File: config.mk
export PLATFORM = sky130hd
export DESIGN_NAME = hazard_ctrl
export DESIGN_NICKNAME = d
export VERILOG_FILES = /design/src/rtl/hazard_ctrl_pkg.sv /design/src/rtl/hazard_ctrl_sat_counter.sv /design/src/rtl/hazard_ctrl.sv
export SDC_FILE = /design/constraint.sdc
export NUM_CORES = 1
export LEC_CHECK = 0
export ABC_CLOCK_PERIOD_IN_PS = 3400
export BUFFER_PORTS_ARGS = -buffer_cell sky130_fd_sc_hd__buf_2
export CAP_MARGIN = 20
export CORE_ASPECT_RATIO = 1.1
export CORE_MARGIN = 2
export CORE_UTILIZATION = 54
export CTS_CLUSTER_DIAMETER = 80
export DETAILED_ROUTE_END_ITERATION = 16
export GPL_ROUTABILITY_DRIVEN = 0
export HOLD_SLACK_MARGIN = 0.05
export PLACE_DENSITY = 0.91
export RECOVER_POWER = 50
export REMOVE_ABC_BUFFERS = 1
export SYNTH_ARGS = -nofsm -noshare
export SYNTH_HDL_FRONTEND = slang
export SYNTH_HIERARCHICAL = 1
export SYNTH_SLANG_ARGS = --single-unit
File: constraint.sdc
create_clock -name clk -period 3.4 [get_ports clk]
set_input_delay 0.34 -clock clk [delete_from_list [all_inputs] [get_ports clk]]
set_output_delay 0.34 -clock clk [all_outputs]
set_load 0.02 [all_outputs]
File: src/rtl/hazard_ctrl_pkg.sv
// Shared types and constants for the pipeline hazard controller.
// Control bundle bit order: PC, IF/ID we, IF/ID flush, ID/EX we, ID/EX flush, EX/MEM we, MEM/WB flush.
package hazard_ctrl_pkg;

  typedef enum logic [1:0] {
    RUN      = 2'd0,
    MEM_WAIT = 2'd1,
    ERR      = 2'd2
  } state_t;

  localparam logic [4:0] REG_ZERO = 5'd0;

  typedef struct packed {
    logic pc_w;
    logic ifid_w;
    logic ifid_f;
    logic idex_w;
    logic idex_f;
    logic exmem_w;
    logic memwb_f;
  } ctl_t;

  localparam ctl_t CTL_NORMAL = 7'b1101010;
  localparam ctl_t CTL_FREEZE = 7'b0000001;
  localparam ctl_t CTL_RESET  = 7'b0010101;

endpackage

File: src/rtl/hazard_ctrl_sat_counter.sv
// Saturating up-counter with asynchronous active-low clear.
// Holds at all-ones instead of wrapping.
module sat_counter #(
  parameter int W = 32
) (
  input  logic         clk,
  input  logic         reset,
  input  logic         inc,
  output logic [W-1:0] count
);

  always_ff @(posedge clk or negedge reset) begin
    if (!reset) begin
      count <= '0;
    end else if (inc && (count != '1)) begin
      count <= count + W'(1);
    end
  end

endmodule

File: src/rtl/hazard_ctrl.sv
// Pipeline hazard controller: load-use stall, branch/jump flush,
// memory-wait freeze with timeout watchdog and performance counters.
module hazard_ctrl
  import hazard_ctrl_pkg::*;
#(
  parameter int CNT_W       = 32,
  parameter int MEM_TIMEOUT = 255
) (
  input  logic             clk,
  input  logic             reset,
  input  logic [4:0]       ID_rs,
  input  logic [4:0]       ID_rt,
  input  logic             ID_UseRs,
  input  logic             ID_UseRt,
  input  logic             ID_Jump,
  input  logic             EX_MemRead,
  input  logic [4:0]       EX_WriteReg,
  input  logic             EX_BranchTaken,
  input  logic             mem_req,
  input  logic             mem_ready,
  output logic             PC_Write,
  output logic             IF_ID_Write,
  output logic             IF_ID_flush,
  output logic             ID_EX_Write,
  output logic             ID_EX_flush,
  output logic             EX_MEM_Write,
  output logic             MEM_WB_flush,
  output logic             mem_timeout,
  output logic [CNT_W-1:0] stall_cycles,
  output logic [CNT_W-1:0] flush_cycles
);

  localparam int WC_W = $clog2(MEM_TIMEOUT + 1);
  localparam logic [WC_W-1:0] WC_ONE  = WC_W'(1);
  localparam logic [WC_W-1:0] WC_LAST = WC_W'(MEM_TIMEOUT - 1);

  state_t          r_state;
  state_t          w_nxt;
  logic [WC_W-1:0] r_wait;
  logic [WC_W-1:0] w_wait_nxt;
  logic            r_to;
  logic            w_hit;
  logic            w_stall;
  ctl_t            w_run;
  ctl_t            w_ctl;
  ctl_t            w_out;

  assign w_hit = EX_MemRead && (EX_WriteReg != REG_ZERO) &&
                 ((ID_UseRs && (ID_rs == EX_WriteReg)) ||
                  (ID_UseRt && (ID_rt == EX_WriteReg)));

  assign w_stall = mem_req && !mem_ready;

  // Branch beats load-use: the flushed ID instruction never issues.
  always_comb begin
    w_run = CTL_NORMAL;
    if (EX_BranchTaken) begin
      w_run.ifid_f = 1'b1;
      w_run.idex_f = 1'b1;
    end else if (w_hit) begin
      w_run.pc_w   = 1'b0;
      w_run.ifid_w = 1'b0;
      w_run.idex_f = 1'b1;
    end else if (ID_Jump) begin
      w_run.ifid_f = 1'b1;
    end
  end

  always_comb begin
    w_nxt      = r_state;
    w_wait_nxt = r_wait;
    w_ctl      = CTL_FREEZE;
    case (r_state)
      RUN: begin
        if (w_stall) begin
          w_nxt      = MEM_WAIT;
          w_wait_nxt = WC_ONE;
        end else begin
          w_ctl = w_run;
        end
      end
      MEM_WAIT: begin
        if (mem_ready) begin
          w_ctl      = w_run;
          w_nxt      = RUN;
          w_wait_nxt = '0;
        end else if (r_wait == WC_LAST) begin
          w_nxt = ERR;
        end else begin
          w_wait_nxt = r_wait + WC_ONE;
        end
      end
      ERR: begin
        w_nxt = ERR;
      end
      default: begin
        w_nxt      = RUN;
        w_wait_nxt = '0;
      end
    endcase
  end

  assign w_out = reset ? w_ctl : CTL_RESET;

  always_ff @(posedge clk or negedge reset) begin
    if (!reset) begin
      r_state <= RUN;
      r_wait  <= '0;
      r_to    <= 1'b0;
    end else begin
      r_state <= w_nxt;
      r_wait  <= w_wait_nxt;
      r_to    <= r_to | (w_nxt == ERR);
    end
  end

  assign PC_Write     = w_out.pc_w;
  assign IF_ID_Write  = w_out.ifid_w;
  assign IF_ID_flush  = w_out.ifid_f;
  assign ID_EX_Write  = w_out.idex_w;
  assign ID_EX_flush  = w_out.idex_f;
  assign EX_MEM_Write = w_out.exmem_w;
  assign MEM_WB_flush = w_out.memwb_f;
  assign mem_timeout  = r_to;

  sat_counter #(.W(CNT_W)) u_stall (
    .clk   (clk),
    .reset (reset),
    .inc   (!w_out.pc_w),
    .count (stall_cycles)
  );

  sat_counter #(.W(CNT_W)) u_flush (
    .clk   (clk),
    .reset (reset),
    .inc   (w_out.ifid_f | w_out.idex_f),
    .count (flush_cycles)
  );

endmodule

==> results.rst, run 1 <==
.. list-table::
   :header-rows: 1

   * - Metric
     - Value
   * - Critical register-to-register path endpoint
     - u_flush/count[29]
   * - Delay contributed by the slowest stage of the critical path
     - 540 ps
   * - Placement row count
     - 33
   * - Skew-Pair Late Insertion Delay
     - 350 ps
   * - Number of buffers created by CTS
     - 9
   * - Max-slew violation count
     - 75
   * - Library cell with the largest summed area after synthesis
     - dfrtp_1
   * - Half-perimeter wire length of the detailed placement result
     - 7.18 mm
   * - Total of warnings raised by yosys
     - 6
   * - Initial antenna violation count
     - 0
   * - First-iteration detailed-routing DRC count
     - 237
   * - Max Fclk
     - 323 MHz
   * - Total via count after detailed routing
     - 3,668
   * - Synth async-reset ratio
     - 100%
   * - Commonest register cell after synthesis
     - dfrtp_1
   * - Worst setup path class
     - in -> reg
   * - Cells after Synth
     - 397
   * - Cell-by-cell listing of the critical path
     - dlygate4sd3_1 -> clkbuf_1 -> nor2b_1 -> nor2b_1 -> a22o_1 -> a21oi_1 -> and3_1 -> nor2b_1 -> nand4_1 -> nor4_2 -> xor2_1
   * - Residual DRC
     - 0
   * - Yosys reg bits
     - 75
   * - Residual overflow from global routing
     - 0
   * - Area share of the largest cell type after synthesis
     - 45.6%
   * - Overall routing resource usage
     - 25.2%
   * - Die height
     - 95.6 um
   * - Share of layout cells above drive strength 1
     - 14.9%
   * - Launch point of the worst hold path
     - mem_ready
   * - Count of clock tree sinks
     - 75
   * - Number of library cell types mapped by synthesis
     - 58
   * - Cell Area, Synth
     - 4120 sq um
   * - Maximum number of pins on one net before global-route repair
     - 75
   * - Total length of routed wires
     - 10.2 mm
   * - Worst r2r src
     - r_state[0]
   * - Max Fanout on Critical Path
     - 7
   * - CTS tree
     - done
   * - Endpoint class of the critical path
     - register
   * - Slew of the pin with the lowest slew margin
     - 1790 ps
   * - Clock-pin slew reported for the worst setup and hold paths after clock tree synthesis
     - 80 ps
   * - Hold WS
     - 275 ps
   * - Leading cell type by number of instances after synthesis
     - dfrtp_1
   * - Critical Path Most Common Cell
     - nor2b_1
   * - Buffering stage count on the worst path with inverters included
     - 2
   * - Result of the run
     - complete, but fails checks
   * - Worst Setup SP
     - reset
   * - Area overhead of the layout relative to synthesis
     - 18.0%
   * - Initial Utilization
     - 55.4%
   * - Diodes inserted
     - 0
   * - Leakage component of the power
     - 2.00 nW
   * - Setup repair after global routing missed its margin
     - false
   * - Maximum clock path buffer count
     - 2
   * - Setup slack, reg-to-reg
     - 480 ps
   * - Setup TNS
     - 0 ps
   * - Wire length of the first global-routing pass
     - 16.7 mm
   * - Most area-consuming cells after synthesis
     - dfrtp_1 46%, xnor2_1 11%, nand4_1 4.7%
   * - Clk Tree Root Cell
     - clkbuf_8
   * - Endpoints failing hold
     - 0
   * - Cell family with the largest share of critical-path delay
     - simple AND/OR/NAND/NOR gates
   * - Final core area utilization
     - 65.4%
   * - Number of optimization iterations in the first detailed-route pass
     - 5
   * - Core Area
     - 7430 sq um
   * - Max transition margin
     - -19.4%
   * - Required time at the endpoint of the critical path
     - 3680 ps
   * - Worst Path Arrival
     - 3380 ps
   * - Clk_skew
     - 9.08 ps
   * - Number of I/O port buffers
     - 95
   * - Power density relative to cell area
     - 525 nW/um^2
   * - Slowest-stage cell, CP
     - dlygate4sd3_1
   * - Endpoints failing setup
     - 0
   * - IO Pins
     - 96
   * - Gates resized, CTS repair
     - 0
   * - Nets
     - 528
   * - Antenna-violating nets left
     - 0
   * - Critical Path Start Type
     - primary input
   * - Clock period minus worst slack
     - 3100 ps
   * - Vias in the first global route
     - 3,478
   * - Number of vias per cell after detailed routing
     - 6.20
   * - Hold EP
     - r_wait[0]
   * - Width of the die
     - 87.3 um
   * - IR drop worst, VDD
     - 0.352 mV
   * - Depth of the worst register-to-register path
     - 9
   * - Proportion of synthesized chip area in sequential cells
     - 45.6%
   * - Failing checks
     - capacitance limit, slew limit
   * - Crit share post-route
     - 91.1%
   * - Area enclosed by the die boundary
     - 8340 sq um
   * - Final design area excluding fillers
     - 4860 sq um
   * - Number of levels the H-tree was split into
     - 3
   * - Syn_area_per_cell
     - 10.4 sq um
   * - Average detailed-routed wire length per instance
     - 17.2 um
   * - Worst hold path stage count
     - 2
   * - Max_cap viols
     - 1
   * - Class of the tightest hold or removal check
     - in -> reg
   * - List of most frequent post-synthesis cells
     - 75 x dfrtp_1, 50 x xnor2_1, 38 x nand2_1
   * - Standard cell area after detailed placement
     - 4680 sq um
   * - Count of flip-flops with a built-in enable after synthesis
     - 0
[how the worst max path moves through the flow]
stage | endpoint | slack, ps | depth (start not counted)
3_5_place_dp | u_flush/count[29] | 390 | 10
6_report | u_flush/count[29] | 300 | 11
2_1_floorplan | u_stall/count[29] | 720 | 9
5_1_grt | u_flush/count[29] | 210 | 11
4_1_cts | u_flush/count[29] | 440 | 11
3_3_place_gp | u_flush/count[29] | 500 | 10
[repair_timing]
item,in CTS,in global routing
endpoints found under the hold margin,1,0
endpoints found under the setup margin,0,0
hold buffers,1,0
setup buffers,0,0
[cell type report]
class                      instances  area, sq um
fill                             596         2570
multi-input combinational        311         2170
sequential                        75         1880
timing repair buffer              98          415
clock inverter                     7          149
clock buffer                       9          124
tap                               87          109
inverter                           5         18.8
[cells by family (layout without fill, tap and decap cells)]
family | Yosys count | after routing | share of synthesized area, %
AND/OR/NAND/NOR | 190 | 190 | 27.5
multiplexers | 6 | 6 | 1.61
adder cells (fa/ha/maj) | 4 | 4 | 1.22
flip-flops | 75 | 75 | 45.6
buffers and inverters | 11 | 119 | 1.55
AO/OA/AOI/OAI | 43 | 43 | 8.14
XOR/XNOR | 68 | 68 | 14.5
[layer usage]
layer / track usage [%] / part of all wire, % / vias to the layer above
li1: - / - / 1671
met1: 32.0 / 41 / 1800
met2: 41.0 / 50 / 166
met3: 5.80 / 6.3 / 31
met4: 10.9 / 2.4 / 0
met5: 0 / 0 / -
[metrics by stage]
stage | cells | worst slack (ps) | power, W
detailed placement | 575 | 391 | 0.00166
global placement | 575 | 503 | 0.00164
CTS | 592 | 436 | 0.00258
floorplan | 391 | 720 | 0.00145
global route | 592 | 210 | 0.00268
finish | 592 | 302 | 0.00255
[placed cells by master (no fill, tap or decap), types with 3 or more instances in the layout]
master,count
a21oi_1,7
nor2b_1,4
nand2_1,38
o211ai_1,6
o21a_1,3
inv_1,5
o21ai_0,3
bufinv_16,4
nor4_1,10
o31a_1,3
clkbuf_8,9
nor3_1,7
and3_1,4
clkbuf_1,66
dfrtp_1,75
and4_1,8
xnor2_1,50
ha_1,4
o31ai_1,3
mux2_2,3
nand3_1,35
nand4_1,31
xor2_1,18
nor2_1,24
or4_4,4
nor3_2,4
buf_2,29
[flip-flops by register name, indices dropped and copies added (netlist names)]
signal	count
u_stall/count	32
mem_timeout	1
u_flush/count	32
r_wait	8
r_state	2
[power breakdown]
part	internal, W	switching (W)
sequential	0.000980	0.000127
combinational	0.000180	0.000344
clock	0.000569	0.000354
total	0.00173	0.000825
No activity file was read; power rests on OpenSTA's default activity.
==> run 2, diff against run 1 <==
- ABC_CLOCK_PERIOD_IN_PS: 3400 -> 3200
- CELL_PAD_IN_SITES_DETAIL_PLACEMENT: default -> 1
- CELL_PAD_IN_SITES_GLOBAL_PLACEMENT: default -> 1
- CORE_UTILIZATION: 54 -> 42
- PLACE_DENSITY: 0.91 -> default
- PLACE_DENSITY_LB_ADDON: default -> 0.1
- clock period: 3.4 -> 3.2 ns (I/O delays scaled with it)
==> results.rst, run 2 (synthesis results as in run 1) <==
.. list-table::
   :header-rows: 1

   * - Metric
     - Value
   * - Result of the run
     - finished clean
   * - Max-slew violation count
     - 0 (-100%)
   * - # fillers
     - 1,127 (+89%)
   * - Setup TNS
     - 0 ps (unchanged)
   * - Nets
     - 532 (+0.76%)
   * - Number of optimization iterations in the first detailed-route pass
     - 6 (+1)
   * - Worst setup path class
     - in -> reg
   * - Residual DRC
     - 0 (unchanged)
   * - Clock-pin slew reported for the worst setup and hold paths after clock tree synthesis
     - 90 ps (about the same)
   * - Placement row count
     - 37 (+12%)
   * - Maximum number of pins on one net before global-route repair
     - 47 (-37%)
   * - Setup repair after global routing missed its margin
     - false
   * - Commonest cells after routing, fill and taps aside
     - 75 x dfrtp_1, 65 x clkbuf_1, 50 x xnor2_1
   * - Worst Path Arrival
     - 3010 ps (-370 ps)
   * - Number of non-filler instances in the completed layout
     - 626 (+5.7%)
   * - IO Pins
     - 96 (unchanged)
   * - Total via count after detailed routing
     - 3,533 (-3.7%)
   * - Initial Utilization
     - 43.6% (-12 points)
   * - Power density relative to cell area
     - 539 nW/um^2 (+2.5%)
   * - Int Power
     - 0.00177 W (+2.2%)
   * - Switch Pwr
     - 0.000882 W (+6.9%)
   * - Max Fanout on Critical Path
     - 35 (+28)
   * - Number of buffers created by CTS
     - 9 (unchanged)
   * - Initial antenna violation count
     - 0 (unchanged)
   * - Share of layout cells above drive strength 1
     - 15.9% (+1.1 points)
   * - Area enclosed by the die boundary
     - 10,600 sq um (+27%)
   * - Core Area
     - 9440 sq um (+27%)
   * - Gates resized, CTS repair
     - 0 (unchanged)
   * - Buffering stage count on the worst path with inverters included
     - 3 (+1)
   * - Setup Slack @ Placement
     - 475 ps (+84.0 ps)
   * - Worst-case setup margin in the final layout
     - 443 ps (+141 ps)
   * - Critical Path Start Type
     - primary input
   * - Maximum clock path buffer count
     - 2 (unchanged)
   * - Endpoints failing hold
     - 0 (unchanged)
   * - CTS tree
     - done
   * - Portion of total power attributed to combinational logic
     - 21.1% (+0.6 points)
   * - Part of the total power dissipated in sequential elements
     - 44.4% (+1.1 points)
   * - Slowest-stage cell, CP
     - dlygate4sd3_1
   * - Total power
     - 0.00265 W (+3.8%)
   * - Max transition margin
     - 53.6% (+73 points)
   * - Number of I/O port buffers
     - 95 (unchanged)
   * - Diodes inserted
     - 0 (unchanged)
   * - Clock period minus worst slack
     - 2760 ps
   * - Average detailed-routed wire length per instance
     - 17.4 um (+1.2%)
   * - First-iteration detailed-routing DRC count
     - 94 (-60%)
   * - Crit share post-route
     - 86.2%
   * - Final design area excluding fillers
     - 4920 sq um (+1.2%)
   * - Cell-by-cell listing of the critical path
     - dlygate4sd3_1 -> buf_4 -> nor2b_1 -> nor2b_1 -> a22o_1 -> a21oi_1 -> buf_4 -> nand2_1 -> nor2_1 -> o211ai_1 -> xnor2_1
   * - Half-perimeter wire length of the detailed placement result
     - 8.16 mm (+14%)
   * - Skew-Pair Late Insertion Delay
     - 360 ps (about the same)
   * - Overall routing resource usage
     - 21.5% (-3.6 points)
   * - Largest registers
     - u_flush/count (32), u_stall/count (32), r_wait (8)
   * - Max_cap viols
     - 0 (-1)
   * - Class of the tightest hold or removal check
     - in -> reg
   * - Residual overflow from global routing
     - 0 (unchanged)
   * - IR drop worst, VDD
     - 0.353 mV (+0.27%)
   * - Endpoint class of the critical path
     - register
   * - Vias in the first global route
     - 3,686 (+6.0%)
   * - Cell family with the largest share of critical-path delay
     - buffers and inverters
   * - Clk Tree Root Cell
     - clkbuf_8
   * - Count of clock tree sinks
     - 75 (unchanged)
   * - Standard cell area after detailed placement
     - 4740 sq um (+1.4%)
   * - Delay contributed by the slowest stage of the critical path
     - 530 ps (about the same)
   * - Leakage component of the power
     - 2.03 nW (+1.4%)
   * - Leading cell type in the layout, fill and taps excluded
     - dfrtp_1
   * - Width of the die
     - 98.4 um (+13%)
   * - Switching part of the total power
     - 33.3% (+0.99 points)
   * - Number of placed instances with taps included
     - 609 (+5.9%)
   * - Area overhead of the layout relative to synthesis
     - 19.4%
   * - Endpoints failing setup
     - 0 (unchanged)
   * - Slew of the pin with the lowest slew margin
     - 690 ps (-1100 ps)
   * - Max Fclk
     - 363 MHz
   * - Number of levels the H-tree was split into
     - 3 (unchanged)
   * - Required time at the endpoint of the critical path
     - 3450 ps (-230 ps)
   * - Clk_skew
     - 12.3 ps (+3.23 ps)
   * - Number of vias per cell after detailed routing
     - 5.64 (-8.9%)
   * - Wire length of the first global-routing pass
     - 18.4 mm (+11%)
   * - Antenna-violating nets left
     - 0 (unchanged)
   * - Die height
     - 108 um (+13%)
   * - Clock share of power
     - 34.5% (-1.7 points)
   * - Total length of routed wires
     - 10.9 mm (+7.0%)
[run 2: timing repair]
action,CTS,global route
hold buffers,1,0
setup buffers,0,0
hold endpoints to repair,31,0
[run 2: layer usage]
layer  GRT usage (%)  part of all wire [%]  wire length, um  vias to the layer above
li1                -                     -                -                     1677
met5               0                     0                0                        -
met2            37.7                    52             5630                       76
met1            26.7                    43             4660                     1764
met3            3.38                   3.5              376                       16
met4            8.51                   2.0              216                        0
[run 2: area by class of cell]
| class | count | area, sq um | share of cell area [%] |
|---|---|---|---|
| sequential | 75 | 1880 | 38.2 |
| timing repair buffer | 102 | 452 | 9.19 |
| inverter | 5 | 18.8 | 0.382 |
| multi-input combinational | 311 | 2180 | 44.3 |
| clock inverter | 7 | 121 | 2.47 |
| tap | 117 | 146 | 2.98 |
| clock buffer | 9 | 124 | 2.52 |
[run 2: power groups by stage]
stage / Combinational (W) / Clock [W] / Sequential [W]
finish: 0.000558 / 0.000914 / 0.00118
global route: 0.000616 / 0.000974 / 0.00120
CTS: 0.000592 / 0.000943 / 0.00118
detailed placement: 0.000588 / 0 / 0.00119
global placement: 0.000573 / 0 / 0.00118
floorplan: 0.000261 / 0 / 0.00128
[run 2: per-stage QoR]
stage | hold WS (ps) | utilization, %
final | 259 | 52.1
after global routing | 285 | 52.1
after CTS | 232 | 52.9
after detailed placement | 293 | 50.2
after global placement | 294 | 50.2
after floorplan | 24.4 | -
[run 2: path summary, 6_finish.rpt]
kind / from / to / slack [ps] / depth (start not counted)
setup / recovery: reset / u_flush/count[24] / 440 / 11
hold / removal: mem_ready / r_state[0] / 260 / 2
setup reg to reg: u_stall/count[4] / u_stall/count[6] / 660 / 5
hold reg to reg: mem_timeout / mem_timeout / 500 / 1
max in group asynchronous: reset / u_stall/count[7] / 1810 / 3
min in group asynchronous: reset / r_wait[4] / 430 / 2
[run 2: worst register-to-register path: cells and delay by family, from the launching register on]
| family | cells | cell delay (ps) |
|---|---|---|
| simple gates | 4 | 1870 |
| flops | 1 | 440 |
| xor+xnor | 1 | 150 |
